**src/rtl/score_display_pkg.sv**
```systemverilog
// Shared types and seven-segment constants for the score display path.
// Segment encodings are active-low, ordered {g,f,e,d,c,b,a}.
package score_display_pkg;

  typedef enum logic [1:0] {
    IDLE,
    SHIFT,
    DONE
  } state_t;

  localparam logic [6:0] SEG_BLANK = 7'h7F;
  localparam logic [6:0] SEG_DASH  = 7'b0111111;

  // Entries 10-15 are not valid BCD digits and decode to blank.
  localparam logic [6:0] SEG_TABLE [16] = '{
    7'h40, 7'h79, 7'h24, 7'h30, 7'h19,
    7'h12, 7'h02, 7'h78, 7'h00, 7'h10,
    SEG_BLANK, SEG_BLANK, SEG_BLANK,
    SEG_BLANK, SEG_BLANK, SEG_BLANK
  };

  function automatic logic [6:0] idle_seg(input logic is_lsd, input logic blank_lz);
    return (is_lsd || !blank_lz) ? SEG_TABLE[0] : SEG_BLANK;
  endfunction

endpackage

```
**src/rtl/score_display_if.sv**
```systemverilog
// Bundle between the score counter (master) and the display block (slave).
interface score_display_if #(
  parameter int unsigned SCORE_W    = 14,
  parameter int unsigned NUM_DIGITS = 4
);

  logic [SCORE_W-1:0]      score;
  logic [4*NUM_DIGITS-1:0] bcd;
  logic [7*NUM_DIGITS-1:0] hex;
  logic                    overflow;
  logic                    busy;
  logic                    update;

  modport master (
    output score,
    input  bcd, hex, overflow, busy, update
  );

  modport slave (
    input  score,
    output bcd, hex, overflow, busy, update
  );

endinterface

```
**src/rtl/score_display_seg7_decoder.sv**
```systemverilog
// One digit of active-low seven-segment decode; dash wins over blank.
module seg7_decoder
  import score_display_pkg::*;
(
  input  logic [3:0] digit,
  input  logic       blank,
  input  logic       dash,
  output logic [6:0] seg
);

  always_comb begin
    if (dash) begin
      seg = SEG_DASH;
    end else if (blank) begin
      seg = SEG_BLANK;
    end else begin
      seg = SEG_TABLE[digit];
    end
  end

endmodule

```
**src/rtl/score_display.sv**
```systemverilog
// Samples the binary score, converts it to BCD one double-dabble shift per
// cycle, and registers BCD, segment and overflow outputs on completion.
module score_display
  import score_display_pkg::*;
#(
  parameter int unsigned MAX_SCORE  = 9999,
  parameter int unsigned NUM_DIGITS = 4,
  parameter bit          BLANK_LZ   = 1'b1
) (
  input  logic           clk,
  input  logic           rst_n,
  score_display_if.slave bus
);

  localparam int unsigned SCORE_W = $clog2(MAX_SCORE);
  localparam int unsigned BCD_W   = 4 * NUM_DIGITS;
  localparam int unsigned HEX_W   = 7 * NUM_DIGITS;
  localparam int unsigned SR_W    = BCD_W + SCORE_W;
  localparam int unsigned CNT_W   = $clog2(SCORE_W + 1);
  localparam logic [CNT_W-1:0] CNT_LAST = CNT_W'(SCORE_W - 1);

  function automatic logic [HEX_W-1:0] hex_reset();
    logic [HEX_W-1:0] h;
    h = '0;
    for (int unsigned i = 0; i < NUM_DIGITS; i++) begin
      h[7*i +: 7] = idle_seg(i == 0, BLANK_LZ);
    end
    return h;
  endfunction

  localparam logic [HEX_W-1:0] HEX_RST = hex_reset();

  state_t             state;
  logic [CNT_W-1:0]   cnt;
  logic [SR_W-1:0]    shreg;
  logic [SR_W-1:0]    adj;
  logic               carry;
  logic [SCORE_W-1:0] score_i;
  logic [SCORE_W-1:0] cap;
  logic [SCORE_W-1:0] last;

  logic [BCD_W-1:0]      bcd_q;
  logic [HEX_W-1:0]      hex_q;
  logic                  ovf_q;
  logic                  busy_q;
  logic                  update_q;

  logic [BCD_W-1:0]      raw;
  logic [BCD_W-1:0]      dig_bcd;
  logic [NUM_DIGITS-1:0] dig_blank;
  logic [HEX_W-1:0]      seg_n;
  logic                  hi_zero;

  assign score_i      = bus.score;
  assign bus.bcd      = bcd_q;
  assign bus.hex      = hex_q;
  assign bus.overflow = ovf_q;
  assign bus.busy     = busy_q;
  assign bus.update   = update_q;

  always_comb begin
    adj = shreg;
    for (int unsigned i = 0; i < NUM_DIGITS; i++) begin
      if (shreg[SCORE_W + 4*i +: 4] >= 4'd5) begin
        adj[SCORE_W + 4*i +: 4] = shreg[SCORE_W + 4*i +: 4] + 4'd3;
      end
    end
  end

  // Blanking walks from the most significant digit down; digit 0 always shows.
  always_comb begin
    raw       = shreg[SR_W-1 -: BCD_W];
    dig_bcd   = '0;
    dig_blank = '0;
    hi_zero   = 1'b1;
    for (int unsigned i = 0; i < NUM_DIGITS; i++) begin
      dig_bcd[4*i +: 4] = carry ? 4'd9 : raw[4*i +: 4];
    end
    for (int unsigned k = 0; k < NUM_DIGITS; k++) begin
      hi_zero = hi_zero && (raw[4*(NUM_DIGITS-1-k) +: 4] == 4'd0);
      dig_blank[NUM_DIGITS-1-k] = BLANK_LZ && hi_zero && (k != NUM_DIGITS-1);
    end
  end

  for (genvar g = 0; g < NUM_DIGITS; g++) begin : g_dec
    seg7_decoder u_dec (
      .digit (dig_bcd[4*g +: 4]),
      .blank (dig_blank[g]),
      .dash  (carry),
      .seg   (seg_n[7*g +: 7])
    );
  end

  // Bits pushed out of the top nibble form the missing extra digit, so a
  // sticky carry flags any score beyond NUM_DIGITS decimal digits.
  always_ff @(posedge clk or negedge rst_n) begin
    if (!rst_n) begin
      state    <= IDLE;
      cnt      <= '0;
      shreg    <= '0;
      carry    <= 1'b0;
      cap      <= '0;
      last     <= '0;
      bcd_q    <= '0;
      hex_q    <= HEX_RST;
      ovf_q    <= 1'b0;
      busy_q   <= 1'b0;
      update_q <= 1'b0;
    end else begin
      update_q <= 1'b0;
      case (state)
        IDLE: begin
          if (score_i != last) begin
            cap    <= score_i;
            shreg  <= {{BCD_W{1'b0}}, score_i};
            cnt    <= '0;
            carry  <= 1'b0;
            busy_q <= 1'b1;
            state  <= SHIFT;
          end
        end
        SHIFT: begin
          shreg <= {adj[SR_W-2:0], 1'b0};
          carry <= carry | adj[SR_W-1];
          cnt   <= cnt + 1'b1;
          if (cnt == CNT_LAST) begin
            state <= DONE;
          end
        end
        DONE: begin
          bcd_q    <= dig_bcd;
          hex_q    <= seg_n;
          ovf_q    <= carry;
          last     <= cap;
          update_q <= 1'b1;
          busy_q   <= 1'b0;
          state    <= IDLE;
        end
        default: begin
          busy_q <= 1'b0;
          state  <= IDLE;
        end
      endcase
    end
  end

endmodule

```
**src/flat_wrapper.sv**
```systemverilog
// flat-port wrapper written by rule: the top's interface ports become plain ports
module score_display_flat import score_display_pkg::*;
#(
  parameter int unsigned MAX_SCORE  = 9999,
  parameter int unsigned NUM_DIGITS = 4,
  parameter bit          BLANK_LZ   = 1'b1
)
  (clk, rst_n, bus_score, bus_bcd, bus_hex, bus_overflow, bus_busy, bus_update);
  score_display_if #(.SCORE_W(14), .NUM_DIGITS(NUM_DIGITS)) bus_i ();
  input  logic clk;
  input  logic rst_n;
  input wire logic [$bits(bus_i.score)-1:0] bus_score;
  output wire logic [$bits(bus_i.bcd)-1:0] bus_bcd;
  output wire logic [$bits(bus_i.hex)-1:0] bus_hex;
  output wire logic [$bits(bus_i.overflow)-1:0] bus_overflow;
  output wire logic [$bits(bus_i.busy)-1:0] bus_busy;
  output wire logic [$bits(bus_i.update)-1:0] bus_update;
  assign bus_i.score = bus_score;
  assign bus_bcd = bus_i.bcd;
  assign bus_hex = bus_i.hex;
  assign bus_overflow = bus_i.overflow;
  assign bus_busy = bus_i.busy;
  assign bus_update = bus_i.update;
  score_display #(.MAX_SCORE(MAX_SCORE), .NUM_DIGITS(NUM_DIGITS), .BLANK_LZ(BLANK_LZ)) u_core (.clk(clk), .rst_n(rst_n), .bus(bus_i));
endmodule
```
**config.mk**
```make
export PLATFORM = sky130hd
export DESIGN_NAME = score_display_flat
export DESIGN_NICKNAME = d
export VERILOG_FILES = /design/src/rtl/score_display_pkg.sv /design/src/rtl/score_display_if.sv /design/src/rtl/score_display_seg7_decoder.sv /design/src/rtl/score_display.sv /design/src/flat_wrapper.sv
export SDC_FILE = /design/constraint.sdc
export NUM_CORES = 1
export LEC_CHECK = 0
export ABC_AREA = 1
export BUFFER_PORTS_ARGS = -buffer_cell sky130_fd_sc_hd__buf_4
export CORE_UTILIZATION = 59
export DETAILED_ROUTE_END_ITERATION = 10
export MAX_ROUTING_LAYER = met4
export PLACE_DENSITY = 0.8
export SYNTH_ARGS = -nofsm -noshare
export SYNTH_HDL_FRONTEND = slang
export SYNTH_SLANG_ARGS = --single-unit
export TNS_END_PERCENT = 20
```
**constraint.sdc**
```tcl
create_clock -name clk -period 2.5 [get_ports clk]
set_input_delay 0.25 -clock clk [delete_from_list [all_inputs] [get_ports clk]]
set_output_delay 0.25 -clock clk [all_outputs]
set_load 0.005 [all_outputs]
```
Yosys cells after proc, flatten, opt, wreduce, memory -nomap -nowiden
Memories as Yosys holds them, arrays and structs flattened.
Index checks and enable logic that the tools add are counted.
{"block": "classes", "add_sub_neg": 5, "magnitude_cmp": 8, "n_eq_ne": 6, "n_mux": 35, "n_bitwise": 6, "n_reduce_logical": 11}
{"op": "7-bit 2-to-1 mux", "count": 15}
{"op": "30-bit case mux with 2 select lines", "count": 1}
{"op": "4-bit 2-to-1 mux", "count": 9}
{"op": "30-bit 2-to-1 mux", "count": 1}
{"op": "5-bit >= comparator, second input constant", "count": 4}
{"op": "4-bit NOT with 5-bit output", "count": 4}
{"op": "4-bit by 2-bit adder with 4-bit output, second input constant", "count": 4}
{"op": "4-bit by 3-bit >= comparator with 1-bit output, second input constant", "count": 4}
{"op": "14-bit inequality test", "count": 1}
{"op": "4-bit zero test", "count": 3}
{"op": "4-bit case mux with 2 select lines", "count": 1}
{"op": "2-bit AND reduction", "count": 4}
{"op": "4-bit by 1-bit adder with 4-bit output, second input constant", "count": 1}
{"op": "4-bit == test, second input constant", "count": 1}
{"op": "2-bit 2-to-1 mux", "count": 2}
{"op": "2-bit by 1-bit inequality test with 1-bit output, second input constant", "count": 2}
{"op": "1-bit case mux with 2 select lines", "count": 2}
{"op": "2-bit case mux with 2 select lines", "count": 1}
{"op": "1-bit 2-to-1 mux", "count": 3}
{"op": "2-bit by 1-bit == test with 1-bit output, second input constant", "count": 1}
{"op": "2-bit == test, second input constant", "count": 1}
{"op": "1-bit logical AND", "count": 2}
{"op": "2-bit zero test", "count": 1}
{"op": "2-bit nonzero test", "count": 1}
{"op": "other kinds (2)", "count": 2}
{"block": "totals", "register_bits": 112, "mem_bits_ro": 448, "inputBits": 16, "out_inout_bits": 47, "word_cells": 86, "n_memories": 4}
{"name": "(no name shown)", "depth": 16, "word_bits": 7, "rd": 1, "rd_clocked_by_memory_dff": 0, "wr": 0, "line": "score_display_seg7_decoder.sv:17", "source": "seg = SEG_TABLE[digit];"}
{"name": "(no name shown)", "depth": 16, "word_bits": 7, "rd": 1, "rd_clocked_by_memory_dff": 0, "wr": 0, "line": "score_display_seg7_decoder.sv:17"}
{"name": "(no name shown)", "depth": 16, "word_bits": 7, "rd": 1, "rd_clocked_by_memory_dff": 0, "wr": 0, "line": "score_display_seg7_decoder.sv:17"}
{"name": "(no name shown)", "depth": 16, "word_bits": 7, "rd": 1, "rd_clocked_by_memory_dff": 0, "wr": 0, "line": "score_display_seg7_decoder.sv:17"}

Logic depth before layout (Yosys ltp)
{"block": "depth", "word_depth": 7, "ltp_mapped": 12, "ltp_nobuf": 11}

Cells and area by module
A second synthesis with hierarchy kept.
{"block": "unflattened", "cells_unflattened": 790, "area_unflattened_um2": 6100.9}
{"module": "score_display", "n_inst": 1, "cells_per_inst": 650, "area_each_um2": 5235.0, "seq_area_each_um2": 2830.2}
{"module": "seg7_decoder", "n_inst": 4, "cells_per_inst": 35, "area_each_um2": 216.5, "seq_area_each_um2": 0.0}

Worst setup path after synthesis
OpenSTA, ideal clock, no wires.
{"block": "synth_path", "path_type": "flip-flop to flip-flop", "start": "register u_core.carry", "end": "register u_core.hex_q[7], in the netlist u_core.bus.hex[7]", "setup_time_ps": 78, "arrival_time_ps": 1749, "t_required_ps": 2422, "slack_ps": 673, "stages_incl_launch_ff": 11, "n_path_buf": 2, "period_less_slack_ps": 1827, "cell_sequence": "dfrtp_1 > buf_6 > buf_2 > nor2_1 > inv_1 > ha_1 > or2_2 > o211ai_1 > nand2_1 > o22ai_1 > inv_1"}
{"block": "synth_between", "elab_chain_cells": 7}
{"item": "start: declaration", "line": "score_display.sv:37", "source": "logic carry;"}
{"item": "start signal: assignment", "line": "score_display.sv:124", "source": "carry <= carry | adj[SR_W-1];"}
{"item": "4-bit 2-to-1 mux", "line": "score_display.sv:77", "source": "dig_bcd[4*i +: 4] = carry ? 4'd9 : raw[4*i +: 4];"}
{"item": "via u_core.dig_bcd[4]", "line": "score_display.sv:49", "source": "logic [BCD_W-1:0] dig_bcd;"}
{"item": "4-bit NOT with 5-bit output (not written as such)", "line": "score_display_seg7_decoder.sv:17"}
{"item": "memory read 16 x 7 bit"}
{"item": "7-bit 2-to-1 mux (not written as such) (2 in a row)", "line": "score_display_seg7_decoder.sv:17"}
{"item": "7-bit 2-to-1 mux", "line": "score_display_seg7_decoder.sv:14", "source": "end else if (blank) begin"}
{"item": "7-bit 2-to-1 mux", "line": "score_display_seg7_decoder.sv:12", "source": "if (dash) begin"}
{"item": "end signal: assignment", "line": "score_display.sv:132", "source": "hex_q <= seg_n;"}
{"item": "end: declaration", "line": "score_display.sv:43", "source": "logic [HEX_W-1:0] hex_q;"}
The timed path passes the listed nets, and every way through them passes these cells. The select of a mux whose other input is x is not followed.
A chain may end at the register's enable or synchronous reset.

Worst setup path after layout
{"block": "layout_path", "start": "register u_core.carry", "end": "register u_core.hex_q[27], in the netlist u_core.bus.hex[27]"}
The elaborated chain is that of the path after synthesis.

==> reports/qor.yml <==
final_layout:
  fillers: 755
  drive_gt1_share_pct: 17.0
  syn_to_final_growth_pct: 12.9
  instances_no_fill: 915
  antenna_cells: 0
  final_nets: 829
cts:
  cts_buffers: 9
  clock_latency_ps: 380
  ctsHoldBuffers: 1
  postCtsSetupBuffers: 0
  h-tree-depth: 3
  clk_pin_slew_ps: 110
  tritoncts: "yes"
  cts_sinks: 112
  cts_buffer_depth: 2
  cts_root_buf: "clkbuf_8"
  cts_resized: 0
global_routing:
  track_usage_pct: 26.8
  antenna_found_initial: 0
  grt_max_degree: 60
  grt_pass1_vias: 4763
  grt_pass1_wl_microns: 21200
  grt_overflow: 0
logic_synthesis:
  synth-edff-count: 0
  synth_seq_cells: 112
  mappedNetlistArea_sq_mm: 0.00586
  yosysWarningCount: 0
  async_reset_ff_share_pct: 100
  syn-instance-count: 726
  synth-main-ff-cell: "dfrtp_1"
  ys_seq_area_share_pct: 48.3
  synth_nets: 774
  ys_types: 35
  avgSynthCellArea_sq_um: 8.07
floorplan:
  dieArea_sq_mm: 0.0103
  initial_core_util_pct: 62.2
  die_y_microns: 102
  core_area_sq_mm: 0.00942
  die_w_microns: 102
  io_pins: 63
  rows: 35
drt:
  drc_errors: 0
  drtPass1Iterations: 5
  vias: 4942
  dr_wl_met2_microns: 6100
  routed_wl_microns: 12400
  met3_length_microns: 493
  final_antenna_net_count: 0
  drt_iter0_drc: 297
  routedWlPerCell_microns: 13.5
  vias_per_cell: 5.40
  wl_met1_microns: 5510
  top_layer_used: "met4"
setup_path:
  cp_cell_sequence: "inv_2 -> nand2_1 -> inv_1 -> ha_1 -> o21ai_0 -> a21oi_1 -> o31ai_1 -> nand2_1"
  rr_worst_depth: 8
  critPathLaunchType: "register"
  crit_fanout: 16
  cp.arrival_ps: 2430
  crit_path_max_incr_delay_ps: 740
  cpMaxStageDelayCell: "dfrtp_1"
  cp-end-kind: "register"
  path_class: "register to register"
  crit_top_cell: "nand2_1"
  cp.required_ps: 2810
sta:
  setup_viol: 0
  max_slew_margin_pct: 49.8
  timing.fmax_ghz: 0.472
  tns_ps: 0
  worst_pin_slew_ps: 754
  fin_crit_sh_pct: 84.8
  period_minus_slack_ps: 2120
  rsz0062_at_grt: "false"
  clock_skew_ps: 17.1
  finalHoldViolations: 0
  maxSlewViolCount: 0
min_path:
  whs_path_depth: 3
  hold_class: "input pin to register"
outcome:
  status: "finished, final reports clean"
pwr:
  p_per_area_mw_per_mm2: 1040
  p_leak_nw: 3.25
  peakVddDrop_mv: 0.713
placement:
  gp_congestion: 0.965
  dp_cells: 898
  place_hpwl_microns: 8690
  portBuffers: 62
job:
  drv_cap: 0
[logic make-up after synthesis]
kind of cell	count (synthesis)	synth area share [%]
buf+inv	110	8.08
compound gates	142	13.0
xor+xnor	4	0.598
simple gates	326	23.1
fa+ha+maj	32	6.84
flops	112	48.3
[per-layer routing]
layer / global-route usage, % / up-vias
met1: 33.5 / 2352
met4: 11.0 / 0
li1: - / 2433
met2: 44.2 / 131
met5: - / -
met3: 3.17 / 26
[metrics by stage]
stage               instance area, sq um  hold WS (ps)  setup WS (ps)  util (%)  total power [mW]
floorplan                           5860         -45.6            673         -              4.99
global placement                    6400           365            603      68.0              5.61
detailed placement                  6400           357            453      68.0              5.79
CTS                                 6610           146            437      70.2              6.92
global route                        6610           167            214      70.2              7.49
finish                              6610           155            380      70.2              6.90
[critical path: cells and delay by family (launching register included)]
kind                       cells  cell delay, ps
buffers and inverters          2             260
and+or+nand+nor                2             290
DFF                            1             740
adders and majority gates      1             190
AOI/OAI and AO/OA              3             580
[synthesized netlist by cell type, drive strengths merged (6+ instances only)]
cell type  instances  area share, %
buf               19            2.2
nand2            207             14
inv               81            5.2
a21oi             32            2.7
dfstp             22            9.9
nand3             47            4.0
o21ai             87            7.4
o22ai              7           0.75
o211ai             6           0.77
clkbuf            10           0.64
dfrtp             90             38
nor2              65            4.7
ha                32            6.8
[state kept, by name, summed over array words and instances, names as in the netlist]
name	count
u_core.cap	14
u_core.cnt	4
u_core.bus.update	1
u_core.bus.busy	1
u_core.bus.hex	28
u_core.carry	1
u_core.bus.overflow	1
u_core.bus.bcd	16
u_core.last	14
u_core.state	2
u_core.shreg	30
[cells in the final DEF, fill, tap and decap left out, types with 2 or more instances in the layout]
| cell type | count |
|---|---|
| nand2_1 | 202 |
| buf_4 | 71 |
| clkbuf_8 | 9 |
| nor2_2 | 4 |
| inv_6 | 3 |
| o31ai_1 | 2 |
| o211ai_1 | 6 |
| o22ai_1 | 7 |
| nor2_1 | 58 |
| nand2_2 | 3 |
| dfrtp_1 | 90 |
| nor3_1 | 2 |
| dfstp_2 | 22 |
| clkinv_4 | 2 |
| nand3_1 | 47 |
| xnor2_1 | 3 |
| a21oi_1 | 32 |
| o21bai_1 | 2 |
| inv_2 | 8 |
| nand2_4 | 2 |
| nor2_4 | 3 |
| inv_1 | 73 |
| o21ai_0 | 86 |
| or2_2 | 4 |
| ha_1 | 32 |
[power by group]
group / internal (mW) / total, mW / switching (mW) / leakage, nW
combinational: 1.09 / 2.79 / 1.70 / 1.83
clock: 0.479 / 1.10 / 0.626 / 0.102
sequential: 2.49 / 3.00 / 0.517 / 1.32
[final timing paths]
path,to,startpoint,slack (ps)
worst max-delay path,u_core.bus.hex[27],u_core.carry,380
worst min-delay path,u_core.cap[4],bus_score[4],160
worst max register to register,u_core.bus.hex[27],u_core.carry,380
worst min register to register,u_core.bus.hex[20],u_core.bus.hex[20],470
max in group asynchronous,u_core.bus.hex[25],rst_n,1230
min in group asynchronous,u_core.bus.bcd[6],rst_n,460
[cell type report]
cell class	instances	area [sq um]	share of cell area, %
Clock buffer	10	128	1.93
Clock inverter	6	73.8	1.12
Tap cell	129	161	2.44
Multi-Input combinational cell	504	2550	38.6
Inverter	81	304	4.60
Sequential cell	112	2830	42.8
Timing Repair Buffer	73	563	8.51
Note: power is estimated with default switching activity, not from simulation.
